### src/rtl/branch_target_predictor.sv
// Branch/jump target resolve unit with a direct-mapped BTB; BTB_2BIT_COUNTER_EN adds 2-bit taken counters.
// Latency: lookup is combinational, resolve result registered one cycle after ex_valid.
// Backpressure: none; every valid resolve is accepted and trains the BTB in the same edge.
module branch_target_predictor #(
  parameter int XLEN        = 32,
  parameter int BTB_ENTRIES = 16
) (
  input  logic            CLK,
  input  logic            RST,
  input  logic            flush,
  input  logic [XLEN-1:0] if_pc,
  output logic            if_pred_taken,
  output logic [XLEN-1:0] if_pred_addr,
  input  logic            ex_valid,
  input  logic [1:0]      ex_type,
  input  logic [XLEN-1:0] ex_pc,
  input  logic [XLEN-1:0] ex_rs1,
  input  logic [XLEN-1:0] ex_imm_b,
  input  logic [XLEN-1:0] ex_imm_j,
  input  logic [XLEN-1:0] ex_imm_i,
  input  logic            ex_taken,
  input  logic            ex_pred_taken,
  input  logic [XLEN-1:0] ex_pred_addr,
  output logic            res_valid,
  output logic [XLEN-1:0] res_target,
  output logic            res_mispredict
);

  localparam int IDX_W = $clog2(BTB_ENTRIES);
  localparam int TAG_W = XLEN - IDX_W - 2;

  localparam logic [1:0] TYPE_NONE = 2'b00;
  localparam logic [1:0] TYPE_BR   = 2'b01;
  localparam logic [1:0] TYPE_JAL  = 2'b10;
  localparam logic [1:0] TYPE_JALR = 2'b11;

  logic [BTB_ENTRIES-1:0] btb_vld;
  logic [TAG_W-1:0]       btb_tag [BTB_ENTRIES];
  logic [XLEN-1:0]        btb_tgt [BTB_ENTRIES];
`ifdef BTB_2BIT_COUNTER_EN
  logic [1:0]             btb_ctr [BTB_ENTRIES];
`endif

  // Fetch-side lookup
  logic [IDX_W-1:0] if_idx;
  logic [TAG_W-1:0] if_tag;
  logic             if_hit;
  logic             if_dec;

  assign if_idx = if_pc[IDX_W+1:2];
  assign if_tag = if_pc[XLEN-1:IDX_W+2];
  assign if_hit = btb_vld[if_idx] && (btb_tag[if_idx] == if_tag);
`ifdef BTB_2BIT_COUNTER_EN
  assign if_dec = btb_ctr[if_idx][1];
`else
  assign if_dec = 1'b1;
`endif
  assign if_pred_taken = if_hit & if_dec;
  assign if_pred_addr  = if_pred_taken ? btb_tgt[if_idx] : if_pc + XLEN'(4);

  // Execute-side resolve
  logic [IDX_W-1:0] ex_idx;
  logic [TAG_W-1:0] ex_tag;
  logic             ex_hit;
  logic [XLEN-1:0]  ex_target;
  logic             ex_act_taken;
  logic [XLEN-1:0]  ex_next;
  logic             ex_misp;
  logic             ex_upd;

  assign ex_idx = ex_pc[IDX_W+1:2];
  assign ex_tag = ex_pc[XLEN-1:IDX_W+2];
  assign ex_hit = btb_vld[ex_idx] && (btb_tag[ex_idx] == ex_tag);

  always_comb begin
    ex_target    = ex_pc + ex_imm_b;
    ex_act_taken = 1'b1;
    case (ex_type)
      TYPE_BR: begin
        ex_target    = ex_pc + ex_imm_b;
        ex_act_taken = ex_taken;
      end
      TYPE_JAL:  ex_target = ex_pc + ex_imm_j;
      TYPE_JALR: ex_target = (ex_rs1 + ex_imm_i) & ~XLEN'(1);
      default:   ex_target = ex_pc + ex_imm_b;
    endcase
    ex_next = ex_act_taken ? ex_target : ex_pc + XLEN'(4);
    ex_misp = (ex_act_taken != ex_pred_taken) |
              (ex_act_taken & (ex_target != ex_pred_addr));
    ex_upd  = ex_valid & (ex_type != TYPE_NONE) & ~flush;
  end

`ifdef BTB_2BIT_COUNTER_EN
  function automatic logic [1:0] sat_inc(input logic [1:0] c);
    return (c == 2'b11) ? 2'b11 : c + 2'd1;
  endfunction

  function automatic logic [1:0] sat_dec(input logic [1:0] c);
    return (c == 2'b00) ? 2'b00 : c - 2'd1;
  endfunction
`endif

  always_ff @(posedge CLK or posedge RST) begin
    if (RST) begin
      res_valid      <= 1'b0;
      res_target     <= '0;
      res_mispredict <= 1'b0;
      btb_vld        <= '0;
      for (int i = 0; i < BTB_ENTRIES; i++) begin
        btb_tag[i] <= '0;
        btb_tgt[i] <= '0;
`ifdef BTB_2BIT_COUNTER_EN
        btb_ctr[i] <= 2'b01;
`endif
      end
    end else begin
      res_valid <= ex_upd;
      if (ex_upd) begin
        res_target     <= ex_next;
        res_mispredict <= ex_misp;
      end
      // Flush wins over any concurrent training write
      if (flush) begin
        btb_vld <= '0;
      end else if (ex_upd) begin
        if (ex_act_taken) begin
          btb_vld[ex_idx] <= 1'b1;
          btb_tag[ex_idx] <= ex_tag;
          btb_tgt[ex_idx] <= ex_target;
`ifdef BTB_2BIT_COUNTER_EN
          btb_ctr[ex_idx] <= ex_hit ? sat_inc(btb_ctr[ex_idx]) : 2'b10;
`endif
        end else if (ex_hit) begin
`ifdef BTB_2BIT_COUNTER_EN
          btb_ctr[ex_idx] <= sat_dec(btb_ctr[ex_idx]);
`else
          btb_vld[ex_idx] <= 1'b0;
`endif
        end
      end
    end
  end

endmodule

### config.mk
export PLATFORM = sky130hd
export DESIGN_NAME = branch_target_predictor
export DESIGN_NICKNAME = d
export VERILOG_FILES = /design/src/rtl/branch_target_predictor.sv
export SDC_FILE = /design/constraint.sdc
export NUM_CORES = 2
export LEC_CHECK = 0
export BUFFER_PORTS_ARGS = -buffer_cell sky130_fd_sc_hd__buf_2
export CORE_MARGIN = 8
export CORE_UTILIZATION = 45
export CTS_CLUSTER_SIZE = 40
export DETAILED_ROUTE_END_ITERATION = 12
export PLACE_DENSITY_LB_ADDON = 0.12
export SYNTH_ARGS = -nofsm -noshare
export SYNTH_HDL_FRONTEND = slang
export SYNTH_SLANG_ARGS = --single-unit
### constraint.sdc
create_clock -name CLK -period 37.8 [get_ports CLK]
set_input_delay 1.89 -clock CLK [delete_from_list [all_inputs] [get_ports CLK]]
set_output_delay 1.89 -clock CLK [all_outputs]
set_load 0.02 [all_outputs]
Word level (Yosys, flattened, before mapping)
Cells that the tools add are included.
{"block": "totals", "reg_bits": 978, "in_bits": 232, "output_inout_bits": 67, "wordCells": 102}
{"block": "classes", "add_sub_neg": 5, "n_lt_le_gt_ge": 6, "n_eq_ne": 7, "mux": 29, "n_bitwise": 10, "reduce_logical": 9}
{"op": "bitwise mux 512 bit", "count": 1}
{"op": "bitwise mux 416 bit", "count": 1}
{"op": "binary-select mux 26 bit (select 4 bit)", "count": 2}
{"op": "2-to-1 mux 32 bit", "count": 5}
{"op": "2-to-1 mux 26 bit", "count": 5}
{"op": "binary-select mux 32 bit (select 4 bit)", "count": 1}
{"op": "demux 32 bit (select 4 bit)", "count": 1}
{"op": "demux 26 bit (select 4 bit)", "count": 1}
{"op": "adder 32 bit", "count": 3}
{"op": "adder 32 x 3 -> 32 bit, second input constant", "count": 2}
{"op": "2-to-1 mux 16 bit", "count": 4}
{"op": "case mux 32 bit (2 select lines)", "count": 1}
{"op": "== test 26 bit", "count": 2}
{"op": "!= test 32 bit", "count": 1}
{"op": "bitwise AND 16 bit", "count": 1}
{"op": "inverter 16 bit", "count": 1}
{"op": "OR 16 bit", "count": 1}
{"op": ">= comparator 5 bit, second input constant", "count": 2}
{"op": "< comparator 4 x 5 -> 1 bit, second input constant", "count": 2}
{"op": "inverter 4 -> 5 bit", "count": 2}
{"op": "binary-select mux 1 bit (select 4 bit)", "count": 2}
{"op": "< comparator 5 x 1 -> 1 bit, second input constant", "count": 1}
{"op": "demux 1 bit (select 4 bit)", "count": 1}
{"op": "== test 2 bit, second input constant", "count": 2}
{"op": "other kinds (12)", "count": 21}

Depth between registers and ports, before layout
{"block": "logic_depth", "ltp_word": 10, "depth_mapped": 19, "ltp_nobuf": 16}

Worst setup path after synthesis
No wires, ideal clock.
{"block": "synth_timing", "kind": "input to output", "from": "in if_pc[2]", "to": "out if_pred_addr[2]", "arrival_ns": 4.990, "required_ns": 35.910, "slack_ns": 30.920, "cell_stages": 13, "path_buffers": 6, "path_cell_list": "buf_2 > buf_6 > buf_2 > buf_2 > mux4_2 > a211oi_1 > a21oi_1 > xnor2_1 > nand4_1 > or4_1 > buf_2 > buf_2 > a21oi_1"}
{"block": "synth_via", "elab_chain_cells": 7, "word_cells_on_any_way": 13, "cone_classes": "add/sub (1); eq/ne (1); mux (9); bitwise (1); reduce/logical (1)"}
{"element": "start: declaration", "line": "11", "rtl": "input logic [XLEN-1:0] if_pc,"}
{"element": "inverter 4 -> 5 bit (not written as such)", "line": "52, 59"}
{"element": "binary-select mux 26 bit (select 4 bit)", "line": "52", "rtl": "assign if_hit = btb_vld[if_idx] && (btb_tag[if_idx] == if_tag);"}
{"element": "2-to-1 mux 26 bit (not written as such) (2 in series)", "line": "52"}
{"element": "== test 26 bit", "line": "52"}
{"element": "logical AND 1 bit", "line": "52"}
{"element": "2-to-1 mux 32 bit *", "line": "59", "rtl": "assign if_pred_addr = if_pred_taken ? btb_tgt[if_idx] : if_pc + XLEN'(4);"}
{"element": "end: declaration", "line": "13", "rtl": "output logic [XLEN-1:0] if_pred_addr,"}
Mark *: on every way between the ends. The rest lies on a longest branch, timed or not. The select of a mux whose other input is x is not followed.

Worst setup path after layout
{"block": "layout_timing", "from": "in if_pc[2]", "to": "out if_pred_addr[3]"}
Same word-level chain as after synthesis.

==> flow_summary_export.csv <==
group,metric,value,unit
global_route,first_global_vias,38984,
hold_path,hold_start,"btb_tgt[390]",
final_layout,fill_cells,10663,
placement,io_buffers,298,
yosys,synth_area,0.0534,mm2
power_and_ir_drop,seqPwrFrac,42.5,%
power_and_ir_drop,power.density,53.5,mW/mm2
clock_network,tritoncts,"built",
clock_network,cts.clk_slew.worst_paths,0.06,ns
clock_network,cts_buffers,110,
power_and_ir_drop,p_int,2240,uW
drt,drt-initial-drc-count,3940,
global_route,grt_pass1_wl,268,mm
final_layout,stdcell_count,6503,
floorplanning,rows,126,
sta,maxSlewHeadroom,8.31,%
worst_setup_path,critPathMaxFanout,62,
floorplanning,die_w,360,um
placement,gp_congestion,0.939,
yosys,synth_enable_flop_cells,0,
power_and_ir_drop,switching_share,30.0,%
run,cap_violations,0,
hold_path,hold_depth,2,
clock_network,cts_buffer_depth,3,
global_route,grt_use_total,27.3,%
clock_network,htreeDepth,3,
yosys,synth.area.top_cells,"dfrtp_1 46%, mux4_2 18%, nand2_1 7.6%",
drt,vias,39199,
sta,final-hold-violation-count,0,
yosys,post-synth-top-count-cell,"nand2_1",
final_layout,drive_above_1_share,28.2,%
global_route,grt_max_degree,145,
power_and_ir_drop,peakVddDrop,0.0000377,V
yosys,yosysSeqAreaShare,45.9,%
power_and_ir_drop,power.switching,963,uW
drt,detail-route-antenna-nets,0,
worst_setup_path,crit_required,35.91,ns
clock_network,postCtsHoldBufs,0,
power_and_ir_drop,pwr-share-clk,35.4,%
worst_setup_path,critical_path_arrival,7.63,ns
floorplanning,die_y,360,um
yosys,synth_seq_cells,978,
final_layout,nets,5170,
placement,dp_slack,28.28,ns
sta,fmax,105,MHz
drt,wl,180,mm
sta,min_period,9.52,ns
worst_setup_path,critical_path_class,"input port to output pin",
worst_setup_path,start_kind,"input port",
worst_setup_path,r2r_cells,11,
global_route,antenna_found_initial,10,
sta,setup_tns,0,ns
clock_network,clock_latency,0.71,ns
yosys,syn_area_per_cell,11.2,um2
floorplanning,die-area,0.130,mm2
sta,worstMarginPinSlew,1.37,ns
clock_network,cts.sinks,978,
yosys,synth_ff_type,"dfrtp_1",
final_layout,syn2layout_area_growth,12.3,%
floorplanning,core_area,0.118,mm2
power_and_ir_drop,power.leakage,0.0272,uW
placement,dp_cells,6290,
clock_network,cts_resized,0,
drt,first_pass_iters,5,
yosys,synth_nets,5090,
yosys,ys_types,75,
placement,dp_hpwl,116,mm
clock_network,cts_setup_buffers,0,
sta,fin_skew,0.0198,ns
yosys,yosysWarnings,0,
run_status,status,"complete, no violations",
drt,wl_per_cell,27.6,um
floorplanning,pin_count,299,
drt,drc,0,
yosys,yosys.area.top_type,"dfrtp_1",
sta,rsz0062_at_grt,"no",
hold_path,hold_class,"flip-flop to flip-flop",
power_and_ir_drop,combPwrFrac,22.1,%
yosys,synth_cells,4786,
yosys,netlist_top_cells_count,"1079 x nand2_1, 978 x dfrtp_1, 569 x o21ai_0, 424 x mux4_2, 342 x mux2_2",
drt,via_per_inst,6.03,
worst_setup_path,r2r_start,"btb_tag[198]",
yosys,async_reset_ff_share,100,%
sta,setup_violations,0,
worst_setup_path,r2r_setup_slack,33.98,ns
sta,drv_slew,0,
worst_setup_path,end_kind,"output pin",
global_route,gr-total-overflow,0,
yosys,synth_top_area_share,45.9,%
floorplanning,initial_core_util,45.3,%
hold_path,hold_path_end,"btb_tgt[390]",
sta,setup_ws,28.28,ns
sta,finalCritPeriodShare,25.2,%
worst_setup_path,timing.rr.end,"btb_vld[12]",
clock_network,root_buffer,"clkbuf_16",
[stage by stage]
step | hold slack [ns] | utilization (%) | instance area (um2) | total power, uW
2_1_floorplan | 0.441 | - | 53400 | 1840
4_1_cts | 0.477 | 50.8 | 59900 | 3230
3_5_place_dp | 0.462 | 47.5 | 56000 | 2090
5_1_grt | 0.492 | 50.8 | 59900 | 3350
3_3_place_gp | 0.456 | 47.5 | 56000 | 2070
6_report | 0.472 | 50.8 | 59900 | 3200
[state kept, by name, indices dropped and copies added (netlist names)]
register and cells:
res_mispredict 1, btb_tgt 512, res_target 32, res_valid 1, btb_tag 416, btb_vld 16
[power groups by stage]
| stage | logic, uW | clock network, uW | registers (uW) |
|---|---|---|---|
| floorplan | 490 | 0 | 1350 |
| global placement | 696 | 0 | 1370 |
| detailed placement | 708 | 0 | 1380 |
| CTS | 710 | 1150 | 1360 |
| global route | 772 | 1190 | 1390 |
| finish | 707 | 1130 | 1360 |
[worst max-delay path, cell delays in order]
cell and delay [ns]:
buf_8 0.42, buf_4 0.78, buf_4 0.77, mux4_2 0.58, mux4_2 0.48, xnor2_1 0.29
nand4_1 0.19, nor4_1 0.48, nand4_1 0.15, or4_4 0.93, mux2_2 0.40, buf_2 0.16
[cell usage in the layout (no fill, tap or decap), types with 14 or more instances in the layout]
| cell | n |
|---|---|
| nand2_1 | 1069 |
| dfrtp_1 | 978 |
| o21ai_0 | 569 |
| mux4_2 | 424 |
| mux2_2 | 342 |
| buf_2 | 291 |
| nor2_1 | 129 |
| a21oi_1 | 127 |
| clkbuf_16 | 111 |
| xnor2_1 | 101 |
| buf_4 | 82 |
| ha_1 | 70 |
| xor2_1 | 63 |
| nand3_1 | 51 |
| nand4_1 | 42 |
| clkbuf_8 | 30 |
| inv_1 | 25 |
| a211oi_1 | 24 |
| nor3_1 | 23 |
| clkinv_2 | 23 |
| and3_1 | 22 |
| a21o_1 | 22 |
| clkbuf_1 | 16 |
| a21oi_2 | 15 |
| mux2i_1 | 15 |
| nor2b_1 | 14 |
| and2_1 | 14 |
[worst max path at each step]
| stage | from | to | slack [ns] |
|---|---|---|---|
| 3_3_place_gp | if_pc[2] | if_pred_addr[3] | 28.27 |
| 2_1_floorplan | RST | btb_tag[0] | 8.40 |
| 6_report | if_pc[2] | if_pred_addr[3] | 28.28 |
| 3_5_place_dp | if_pc[2] | if_pred_addr[3] | 28.28 |
| 5_1_grt | if_pc[2] | if_pred_addr[3] | 27.99 |
| 4_1_cts | if_pc[2] | if_pred_addr[3] | 28.26 |
[final cells by class]
type                    instances  area [um2]  share of cell area [%]
clock buffers                 156        3240                    5.40
diodes                          5        12.5                  0.0209
inverters                      26         105                   0.175
clock inverters                52         636                    1.06
repair buffers                379        2170                    3.62
multi-input cells            3371       27400                    45.7
flip-flops and latches        978       24500                    40.9
well taps                    1536        1920                    3.21
[cell families (layout without fill, tap and decap cells)]
kind of cell | after synthesis | in the layout | share of synthesized area [%]
and+or+nand+nor | 1472 | 1472 | 11.6
DFF | 978 | 978 | 45.9
AOI/OAI and AO/OA | 871 | 871 | 9.13
muxes | 785 | 785 | 25.5
buffers and inverters | 437 | 613 | 3.25
xor gates and xnor gates | 171 | 171 | 2.99
adders and majority gates | 72 | 72 | 1.72
other | 0 | 5 | 0
[routing by layer]
metal / GRT usage [%] / up-vias / share of wire [%]
li1: - / 17399 / -
met1: 37.9 / 20221 / 43
met2: 44.8 / 1303 / 48
met3: 4.15 / 272 / 6.2
met4: 8.04 / 4 / 3.0
met5: 0 / - / 0.015
Power figures use the tool's default switching activity.
